$ cat src/rtl/clint.sv
// Core-local interruptor: mtime/mtimecmp/msip registers, RTC tick divider,
// and the machine timer/software interrupt lines, on a one-cycle valid/ready bus.
module clint #(
    parameter logic [31:0] clint_base_addr = 32'h0200_0000,
    parameter int unsigned clk_divider_rtc = 761
) (
    input  logic        reset,
    input  logic        clock,
    input  logic        clint_valid,
    input  logic        clint_instr,
    input  logic [31:0] clint_addr,
    input  logic [31:0] clint_wdata,
    input  logic [3:0]  clint_wstrb,
    output logic [31:0] clint_rdata,
    output logic        clint_ready,
    output logic        clint_msip,
    output logic        clint_mtip,
    output logic [63:0] clint_mtime
);

    localparam int unsigned DIV_W = (clk_divider_rtc > 0) ? $clog2(clk_divider_rtc + 1) : 1;
    localparam logic [DIV_W-1:0] DIV_MAX = DIV_W'(clk_divider_rtc);

    localparam logic [31:0] OFF_MSIP     = 32'h0000_0000;
    localparam logic [31:0] OFF_MTCMP_LO = 32'h0000_4000;
    localparam logic [31:0] OFF_MTCMP_HI = 32'h0000_4004;
    localparam logic [31:0] OFF_MTIME_LO = 32'h0000_BFF8;
    localparam logic [31:0] OFF_MTIME_HI = 32'h0000_BFFC;

    logic [DIV_W-1:0] div_cnt;
    logic             rtc;
    logic             rtc_d;
    logic             tick;

    logic [63:0] mtime;
    logic [63:0] mtimecmp;

    logic [63:0] mtime_nxt;
    logic [63:0] mtimecmp_nxt;
    logic        msip_nxt;
    logic [31:0] rdata_nxt;

    logic [31:0] offset;
    logic        is_write;
    logic        is_read;

    // Byte-lane merge of write data into an existing word.
    function automatic logic [31:0] merge_bytes(input logic [31:0] old_val,
                                                input logic [31:0] new_val,
                                                input logic [3:0]  strb);
        logic [31:0] res;
        for (int b = 0; b < 4; b++) begin
            res[b*8 +: 8] = strb[b] ? new_val[b*8 +: 8] : old_val[b*8 +: 8];
        end
        return res;
    endfunction

    assign offset   = clint_addr - clint_base_addr;
    assign is_write = clint_valid && !clint_instr && (clint_wstrb != 4'b0000);
    assign is_read  = clint_valid && !is_write;
    assign tick     = rtc && !rtc_d;

    assign clint_mtime = mtime;

    // Free-running RTC divider; a tick is the rising edge of the rtc level.
    always_ff @(posedge clock or negedge reset) begin
        if (!reset) begin
            div_cnt <= '0;
            rtc     <= 1'b0;
            rtc_d   <= 1'b0;
        end else begin
            rtc_d <= rtc;
            if (div_cnt == DIV_MAX) begin
                div_cnt <= '0;
                rtc     <= ~rtc;
            end else begin
                div_cnt <= div_cnt + DIV_W'(1);
            end
        end
    end

    // Next register values: bus writes override the tick on the written word.
    always_comb begin
        mtime_nxt    = tick ? (mtime + 64'd1) : mtime;
        mtimecmp_nxt = mtimecmp;
        msip_nxt     = clint_msip;
        rdata_nxt    = 32'h0;

        if (is_write) begin
            unique case (offset)
                OFF_MSIP:     if (clint_wstrb[0]) msip_nxt = clint_wdata[0];
                OFF_MTCMP_LO: mtimecmp_nxt[31:0]  = merge_bytes(mtimecmp[31:0],  clint_wdata, clint_wstrb);
                OFF_MTCMP_HI: mtimecmp_nxt[63:32] = merge_bytes(mtimecmp[63:32], clint_wdata, clint_wstrb);
                OFF_MTIME_LO: mtime_nxt = {mtime[63:32], merge_bytes(mtime[31:0], clint_wdata, clint_wstrb)};
                OFF_MTIME_HI: mtime_nxt = {merge_bytes(mtime[63:32], clint_wdata, clint_wstrb), mtime[31:0]};
                default: ;
            endcase
        end

        if (is_read) begin
            unique case (offset)
                OFF_MSIP:     rdata_nxt = {31'h0, clint_msip};
                OFF_MTCMP_LO: rdata_nxt = mtimecmp[31:0];
                OFF_MTCMP_HI: rdata_nxt = mtimecmp[63:32];
                OFF_MTIME_LO: rdata_nxt = mtime[31:0];
                OFF_MTIME_HI: rdata_nxt = mtime[63:32];
                default:      rdata_nxt = 32'h0;
            endcase
        end
    end

    // Register file, response strobe and interrupt outputs.
    always_ff @(posedge clock or negedge reset) begin
        if (!reset) begin
            mtime       <= 64'h0;
            mtimecmp    <= 64'hFFFF_FFFF_FFFF_FFFF;
            clint_msip  <= 1'b0;
            clint_mtip  <= 1'b0;
            clint_ready <= 1'b0;
            clint_rdata <= 32'h0;
        end else begin
            mtime       <= mtime_nxt;
            mtimecmp    <= mtimecmp_nxt;
            clint_msip  <= msip_nxt;
            clint_mtip  <= (mtime_nxt >= mtimecmp_nxt);
            clint_ready <= clint_valid;
            clint_rdata <= rdata_nxt;
        end
    end

endmodule

$ cat config.mk
export PLATFORM = sky130hd
export DESIGN_NAME = clint
export DESIGN_NICKNAME = d
export VERILOG_FILES = /design/src/rtl/clint.sv
export SDC_FILE = /design/constraint.sdc
export NUM_CORES = 1
export LEC_CHECK = 0
export BUFFER_PORTS_ARGS = -buffer_cell sky130_fd_sc_hd__buf_4
export CELL_PAD_IN_SITES_DETAIL_PLACEMENT = 0
export CELL_PAD_IN_SITES_GLOBAL_PLACEMENT = 1
export CORE_MARGIN = 3
export CORE_UTILIZATION = 30
export DETAILED_ROUTE_END_ITERATION = 6
export HOLD_SLACK_MARGIN = 0.05
export PLACE_DENSITY_LB_ADDON = 0.1
export SYNTH_ARGS = -nofsm -noshare
export SYNTH_HDL_FRONTEND = slang
export SYNTH_SLANG_ARGS = --single-unit
$ cat constraint.sdc
create_clock -name clock -period 5.89 [get_ports clock]
set_input_delay 1.178 -clock clock [delete_from_list [all_inputs] [get_ports clock]]
set_output_delay 1.178 -clock clock [all_outputs]
set_load 0.01 [all_outputs]
Yosys cells after proc, flatten, opt, wreduce, memory -nomap -nowiden
Cells that the tools add are included.
- register bits: 175
- output and inout port bits: 99
- bits of input ports: 72
- word-level logic and storage cells: 54
- reductions and logical operators: 10
- $lt $le $gt $ge: 1
- multiplexer cells: 25
- equality and inequality tests: 5
- $add $sub $neg: 3
- bitwise logic cells: 1
- operators with widths (kind ; count):
    $mux W64 ; 3
    $pmux W32 S5 ; 1
    $mux W8 ; 16
    $pmux W64 S2 ; 1
    $mux W32 ; 3
    $add A64 B1 Y64 const B ; 1
    $eq A32 B15 Y1 const B ; 2
    $eq A32 B16 Y1 const B ; 2
    $ge A64 B64 Y1 ; 1
    $logic_not A32 Y1 ; 1
    $sub A32 B26 Y32 const B ; 1
    $add A10 B1 Y10 const B ; 1
    $eq A10 B10 Y1 const B ; 1
    $mux W10 ; 1
    $logic_and A1 B1 Y1 ; 4
    $reduce_bool A4 Y1 ; 1
    $logic_not A1 Y1 ; 3
    $reduce_and A3 Y1 ; 1
    $not A1 Y1 ; 1

Logic depth before layout (Yosys ltp)
Gate-level depths: netlist of the first run.
- depth in word-level cells: 6
- mapped depth: 18

Worst setup path before layout of the first run
OpenSTA, ideal clock, no wires.
- path type: input to register
- from: input port clint_addr[23]
- to: register clint_mtip
- arrival: 4910 ps
- cell stages on the path: 16
- path buffers: 3
- setup time: 87 ps
- slack: 893 ps
- cell sequence: or4_1 -> or3_1 -> buf_6 -> nor4_4 -> buf_6 -> buf_6 -> nor2_1 -> o21ai_0 -> o211ai_1 -> ha_1 -> and4_1 -> or3b_2 -> nor4_1 -> nor4_1 -> o41a_1 -> o211ai_1
- cells in the longest elaborated chain, start to end: 5
- elaborated cells between the ends (all ways): 11
- those cells by class: add/sub: 1; order compare: 1; eq/ne: 4; mux: 5
- ends and longest elaborated chain (item ; line ; RTL):
    from (decl) ; 11 ; input logic [31:0] clint_addr,
    $sub A32 B26 Y32 (*) ; 58 ; assign offset = clint_addr - clint_base_addr;
    $eq A32 B16 Y1 ; 90 ; unique case (offset)
    $pmux W64 S2 (*) ; 90 ;
    $mux W64 (*) ; 89 ; if (is_write) begin
    net mtime_nxt[9] ; 38 ; logic [63:0] mtime_nxt;
    $ge A64 B64 Y1 (*) ; 125 ; clint_mtip <= (mtime_nxt >= mtimecmp_nxt);
    to (signal assigned) ; 125 ;
    to (decl) ; 17 ; output logic clint_mtip,
The timed path passes the listed nets; every way through them passes the cells marked *.
A chain may end at the register's enable or synchronous reset.

Worst setup path in the final report of the first run
Same ends and word-level chain as after synthesis.

==> load_flow_metrics.sql, run 1 <==
INSERT INTO impl_metrics (metric_group, metric, value, unit) VALUES
('routing', 'drt_first_iter_violations', '649', ''),
('clock_network', 'cts.sinks', '175', ''),
('placed_design', 'io_buffers', '170', ''),
('global_routing', 'grt_overflow_total', '0', ''),
('sta', 'final.period_utilization', '89.1', '%'),
('final_layout', 'drive_gt1_share', '29.3', '%'),
('run_status', 'status', 'finished clean', ''),
('final_layout', 'area_occupied_by_multi_input_gates', '0.00648', 'mm2'),
('sta', 'crit_path_time_final', '5.25', 'ns'),
('clock_network', 'holdBufCountCts', '0', ''),
('synthesis', 'synth_compound_area_share', '16.9', '%'),
('clock_network', 'path_clk_slew', '0.07', 'ns'),
('pwr', 'internal_power', '1850', 'uW'),
('worst_setup_path', 'cp-startpoint', 'clint_addr[23]', ''),
('global_routing', 'grt_pass1_vias', '10621', ''),
('worst_setup_path', 'rr_startpoint', 'clint_mtime[4]', ''),
('synthesis', 'synth_top_area_share', '24.5', '%'),
('sta', 'report.final.setup_viol', '0', ''),
('sta', 'worst-slew-pin-transition', '0.871', 'ns'),
('final_layout', 'syn_to_final_growth', '21.2', '%'),
('sta', 'timing.max_slew.rel_slack', '41.6', '%'),
('routing', 'route.detailed.drc', '0', ''),
('synthesis', 'muxShareOfSynthArea', '12.2', '%'),
('worst_setup_path', 'data_arrival_at_the_endpoint_of_the_critical_path', '5.57', 'ns'),
('synthesis', 'syn-cell-area', '0.0113', 'mm2'),
('synthesis', 'synth.ff_latch_count', '175', ''),
('floorplan', 'top_level_ports', '171', ''),
('worst_setup_path', 'cp-endpoint', 'clint_mtip', ''),
('global_routing', 'grt_start_max_net_pins', '73', ''),
('global_routing', 'track_usage', '22.2', '%'),
('worst_setup_path', 'timing_worst_setup_path_type', 'input pin to flop', ''),
('routing', 'drt_pass1_iterations', '7', ''),
('worst_setup_path', 'r2r_slack', '1.17', 'ns'),
('synthesis', 'synth_fa_ha_area_share', '7.51', '%'),
('min_path', 'min-delay-start', 'rtc', ''),
('synthesis', 'yosys.area.top_type', 'dfrtp_1', ''),
('synthesis', 'synth_enable_flop_cells', '0', ''),
('synthesis', 'synth_top_family_by_area', 'simple AND/OR/NAND/NOR gates', ''),
('synthesis', 'ys_warn_count', '0', ''),
('synthesis', 'post_synthesis_cell_type_count', '76', ''),
('floorplan', 'initial_core_util', '30.7', '%'),
('routing', 'post_drt_via_cell_ratio', '5.65', ''),
('routing', 'dr_total_vias', '10256', ''),
('worst_setup_path', 'reg2reg_path_depth', '12', ''),
('floorplan', 'fp.dieW', '200', 'um'),
('sta', 'setup_tns', '0', 'ns'),
('final_layout', 'fillers', '3758', ''),
('synthesis', 'post_synth_xor_xnor_area', '0.541', '%'),
('clock_network', 'clock_path_buffers', '2', ''),
('synthesis', 'synthSimpleGateAreaFrac', '20.0', '%'),
('synthesis', 'ys_dominant_reg_cell', 'dfrtp_1', ''),
('final_layout', 'fin_nets', '1439', ''),
('worst_setup_path', 'cp_data_required_time', '6.21', 'ns'),
('min_path', 'hold_path.class', 'flop to flop', ''),
('pwr', 'power.sequential.fraction', '49.2', '%'),
('synthesis', 'ys_top_cells_by_area', 'dfrtp_1 (25%), dfstp_2 (15%), ha_1 (7.5%)', ''),
('run', 'timing.max_cap.violations', '0', ''),
('worst_setup_path', 'timing.rr.end', 'clint_mtip', ''),
('floorplan', 'core_region_area', '0.0369', 'mm2'),
('floorplan', 'rows', '70', ''),
('global_routing', 'number_of_antenna_violations_at_the_first_check_in_global_routing', '2', ''),
('sta', 'achievable-frequency', '190', 'MHz'),
('routing', 'detail_route.wirelength', '44.8', 'mm'),
('floorplan', 'floorplan.die_area', '0.0401', 'mm2'),
('floorplan', 'dieHeight', '200', 'um'),
('clock_network', 'clk-insertion-delay-late', '0.46', 'ns'),
('final_layout', 'finish.utilization', '37.2', '%'),
('clock_network', 'tritoncts', 'done', ''),
('synthesis', 'postSynthNetCount', '1282', ''),
('sta', 'unrepaired_setup_endpoints_after_global_routing', 'no', ''),
('sta', 'finalMaxSlewViolations', '0', '');
==> placed cells by master, fill, tap and decap left out, types with 5 or more instances in the layout <==
cell type  netlist  routed
nand2b_1         8       8
buf_4            1     198
nor2b_1          8       8
o32ai_1          7       7
a222oi_1        29      29
and2_1           7       8
clkbuf_16        0      17
nand2_2          6       6
and4_1          10      10
dfrtp_1        111     111
nand3_1         41      41
a211oi_1        17      17
inv_1           15      15
o31ai_1          6       6
a311oi_1        12      12
or3_1            9       9
dfstp_2         64      64
clkinv_2         0       5
o211ai_1        18      18
a22o_1          32      32
o21ai_0         32      32
nand2_1         85      85
a21oi_1         52      52
nor2_1         103     102
and3_1          22      22
nor4_1          18      17
nor3_1          34      34
ha_1            68      68
nand4_1         41      41
a31oi_1          5       5
mux2_1           6       6
mux2i_1         63      63
mux2_2          57      57
o22ai_1          7       7
==> worst max-delay path, cell delays in order <==
cell       delay (ns)
buf_4            0.10
or4_1            0.53
or3_1            0.63
nor4_4           0.41
buf_12           0.31
nand2_1          0.25
nand3_1          0.15
o211ai_1         0.13
ha_1             0.34
a211oi_1         0.22
o21bai_1         0.12
a2111oi_0        0.59
buf_4            0.21
o21ai_0          0.11
a21oi_1          0.17
o211ai_1         0.09
==> metrics by stage <==
step                      total power (uW)  setup slack, ns  area, um2
final                                 2450            0.641      13700
after CTS                             2480            0.674      13700
after global placement                1340            0.321      13200
after floorplan                       1240            0.893      11300
after detailed placement              1340            0.169      13200
after global routing                  2540            0.433      13700
==> flip-flops by register name, summed over array words and instances, names as in the netlist <==
signal and flops:
clint_mtime 64, clint_msip 1, clint_mtip 1, clint_rdata 32, clint_ready 1, rtc_d 1, div_cnt 10, rtc 1
mtimecmp 64
==> cells by family (layout without fill, tap and decap cells) <==
logic type | Yosys count | in the layout
buffers and inverters | 78 | 248
XOR/XNOR | 7 | 7
multiplexers | 129 | 129
AO/OA/AOI/OAI | 260 | 260
adder cells (fa/ha/maj) | 68 | 68
AND/OR/NAND/NOR | 425 | 425
flip-flops | 175 | 175
==> power by group through the flow <==
stage               Sequential [uW]  Clock, uW  Combinational, uW
floorplan                      1230          0               17.8
global placement               1230          0                116
detailed placement             1230          0                116
CTS                            1200       1160                116
global route                   1200       1210                125
finish                         1200       1130                114
==> routing by layer <==
metal	share of wire, %	wire [um]	vias to the layer above	GRT usage [%]
met5	0	0	-	0
met4	1.6	717	0	4.97
met3	3.8	1700	37	3.43
met2	47	21200	289	36.1
met1	47	21200	5169	31.4
li1	-	-	4761	-
==> area by class of cell <==
class,instances,area share [%]
multi-input combinational,889,47.2
sequential,175,32.5
timing repair buffer,201,11.2
tap,504,4.60
clock buffer,22,3.38
clock inverter,10,0.638
inverter,15,0.410
==> worst min path at each step <==
stage | end | slack [ns] | cells past startpoint
3_3_place_gp | rtc_d | 0.39 | 0
6_report | rtc_d | 0.42 | 0
2_1_floorplan | rtc_d | 0.38 | 0
4_1_cts | rtc_d | 0.43 | 0
5_1_grt | rtc_d | 0.43 | 0
3_5_place_dp | rtc_d | 0.41 | 0
Note: power is estimated with default switching activity, not from simulation.
==> run 2, diff against run 1 <==
--- a/config.mk
+++ b/config.mk
@@ -6,8 +6,8 @@
 export NUM_CORES = 1
 export LEC_CHECK = 0
 export BUFFER_PORTS_ARGS = -buffer_cell sky130_fd_sc_hd__buf_4
-export CELL_PAD_IN_SITES_DETAIL_PLACEMENT = 0
-export CELL_PAD_IN_SITES_GLOBAL_PLACEMENT = 1
+export CELL_PAD_IN_SITES_DETAIL_PLACEMENT = 1
+export CELL_PAD_IN_SITES_GLOBAL_PLACEMENT = 2
 export CORE_MARGIN = 3
 export CORE_UTILIZATION = 30
 export DETAILED_ROUTE_END_ITERATION = 6
==> run 2 against run 1 <==
Cell area grew 0.59%. Maximum frequency shrank 2.3%. Critical path type unchanged. Global-route usage grew 0.88 points. Register-to-register slack is essentially flat. Hold slack gained 0.0040 ns. Flip-flop and latch count is the same. Non-clock buffer count grew 1. Power grew 6.1%. Clock skew shrank 0.0013 ns. Highest routed layer unchanged. Critical path depth shrank 1. Setup slack lost 0.13 ns. Utilization grew 0.22 points.
==> load_flow_metrics.sql, run 2 (synthesized netlist as in run 1, its figures left out) <==
INSERT INTO impl_metrics (metric_group, metric, value, unit) VALUES
('global_routing', 'number_of_antenna_violations_at_the_first_check_in_global_routing', '0', ''),
('sta', 'setup_tns', '0', 'ns'),
('final_layout', 'layout.cells.most_common_list', 'buf_4 (199), dfrtp_1 (111), nor2_1 (102), nand2_1 (85), ha_1 (68)', ''),
('run', 'timing.max_cap.violations', '0', ''),
('pwr', 'static-leakage-power', '0.00621', 'uW'),
('worst_setup_path', 'cp_top_family', 'simple AND/OR/NAND/NOR gates', ''),
('final_layout', 'fin_nets', '1440', ''),
('global_routing', 'grt_pass1_vias', '10959', ''),
('sta', 'unrepaired_setup_endpoints_after_global_routing', 'no', ''),
('clock_network', 'path_clk_slew', '0.07', 'ns'),
('clock_network', 'cts.sinks', '175', ''),
('worst_setup_path', 'cp-startpoint', 'clint_addr[23]', ''),
('routing', 'drt_pass1_iterations', '5', ''),
('clock_network', 'cts_post_setup_buffers_inserted', '0', ''),
('worst_setup_path', 'data_arrival_at_the_endpoint_of_the_critical_path', '5.74', 'ns'),
('sta', 'crit_path_time_final', '5.38', 'ns'),
('floorplan', 'fp.dieW', '200', 'um'),
('clock_network', 'clk-insertion-delay-late', '0.45', 'ns'),
('run_status', 'status', 'finished clean', ''),
('global_routing', 'grt_overflow_total', '0', ''),
('worst_setup_path', 'cp_data_required_time', '6.26', 'ns'),
('sta', 'report.final.setup_viol', '0', ''),
('worst_setup_path', 'critPathBufInv', '2', ''),
('worst_setup_path', 'worst_path_max_delay_cell', 'or3_1', ''),
('final_layout', 'syn_to_final_growth', '21.9', '%'),
('final_layout', 'layout.cells.most_common', 'buf_4', ''),
('global_routing', 'track_usage', '23.1', '%'),
('clock_network', 'cts_root_buf', 'clkbuf_16', ''),
('worst_setup_path', 'end_kind', 'flop', ''),
('min_path', 'min-delay-start', 'rtc', ''),
('routing', 'routed_len_inst', '25.7', 'um'),
('placed_design', 'io_buffers', '170', ''),
('clock_network', 'tritoncts', 'done', ''),
('placed_design', 'place_congestion', '0.859', ''),
('worst_setup_path', 'crit_path_max_cell_delay', '0.64', 'ns'),
('pwr', 'power_per_cell_area', '188', 'mW/mm2'),
('global_routing', 'grt_pass1_wl', '71.9', 'mm'),
('sta', 'timing.max_slew.rel_slack', '44.3', '%'),
('worst_setup_path', 'critical_path.cell_chain', 'buf_4, or4_1, or3_1, nor4_4, buf_12, a31oi_1, o21ai_1, o311ai_0, ha_1, nand4_1, or3b_2, nor4_1, nor4_1, o41a_1, o211ai_1', ''),
('floorplan', 'top_level_ports', '171', ''),
('final_layout', 'diodes', '0', ''),
('placed_design', 'dp_hpwl', '34.9', 'mm'),
('sta', 'final.setup_skew', '0.0148', 'ns'),
('final_layout', 'drive_gt1_share', '29.3', '%'),
('min_path', 'hold_path.class', 'flop to flop', ''),
('floorplan', 'rows', '70', ''),
('floorplan', 'floorplan.die_area', '0.0401', 'mm2'),
('routing', 'post_drt_via_cell_ratio', '5.70', ''),
('worst_setup_path', 'crit_fanout', '41', ''),
('placed_design', 'placement.cell_area', '0.0132', 'mm2'),
('worst_setup_path', 'rr_startpoint', 'clint_mtime[24]', ''),
('clock_network', 'clock_path_buffers', '2', ''),
('clock_network', 'holdBufCountCts', '0', ''),
('floorplan', 'dieHeight', '200', 'um'),
('sta', 'achievable-frequency', '186', 'MHz'),
('routing', 'antenna_violating_nets_post_route', '0', ''),
('clock_network', 'ctsResizeCount', '0', ''),
('clock_network', 'cts.htree.levels', '4', ''),
('floorplan', 'core_region_area', '0.0369', 'mm2'),
('routing', 'dr_total_vias', '10353', ''),
('routing', 'detail_route.wirelength', '46.7', 'mm'),
('final_layout', 'stdcell_area', '0.0138', 'mm2'),
('routing', 'route.detailed.drc', '0', ''),
('sta', 'finalHoldViolCount', '0', ''),
('worst_setup_path', 'crit_path_start_kind', 'input pin', ''),
('sta', 'finalMaxSlewViolations', '0', ''),
('sta', 'worst-slew-pin-transition', '0.828', 'ns'),
('worst_setup_path', 'timing_worst_setup_path_type', 'input pin to flop', ''),
('final_layout', 'finish.utilization', '37.4', '%'),
('sta', 'final.period_utilization', '91.3', '%'),
('clock_network', 'number_of_buffers_created_by_cts', '17', ''),
('pwr', 'power.ir.vdd_worst', '0.199', 'mV'),
('floorplan', 'initial_core_util', '30.7', '%'),
('global_routing', 'grt_start_max_net_pins', '83', ''),
('routing', 'drt_first_iter_violations', '596', ''),
('worst_setup_path', 'cpMostUsedCell', 'nor4_1', '');
[run 2: per-stage QoR]
step,total power [uW],std cells,worst slack [ns],hold slack [ns]
floorplan,1240,1142,0.893,0.385
global placement,1340,1785,0.140,0.400
detailed placement,1340,1785,-0.0117,0.410
CTS,2640,1817,0.461,0.424
global route,2680,1817,0.242,0.457
finish,2600,1817,0.515,0.424
[run 2: area by class of cell]
cell class	count	area [um2]
Tap cell	504	631
Sequential cell	175	4460
Clock buffer	22	464
Clock inverter	10	161
Inverter	15	56.3
Multi-Input combinational cell	889	6480
Timing Repair Buffer	202	1550
Fill cell	4188	23100
[run 2: power breakdown]
group | switching, uW | internal (uW)
Combinational | 76.0 | 40.3
Clock | 541 | 735
Sequential | 0.0915 | 1200
Total | 617 | 1980
[run 2: path summary, 6_finish.rpt]
kind | endpoint | slack [ns] | cells after the start
worst max-delay path | clint_mtip | 0.51 | 15
worst min-delay path | rtc_d | 0.42 | 0
worst max register to register | clint_mtip | 1.18 | 13
worst min register to register | rtc_d | 0.42 | 0
max in group asynchronous | clint_mtime[49] | 3.88 | 2
min in group asynchronous | clint_mtime[5] | 0.79 | 1
[run 2: routing by layer]
metal | vias to the layer above | routed length (um) | track usage, % | share of wire [%]
met1 | 5360 | 22100 | 32.0 | 47
met4 | 0 | 758 | 5.35 | 1.6
met2 | 222 | 21900 | 37.8 | 47
met5 | - | 0 | 0 | 0
met3 | 39 | 1900 | 4.23 | 4.1
li1 | 4732 | - | - | -
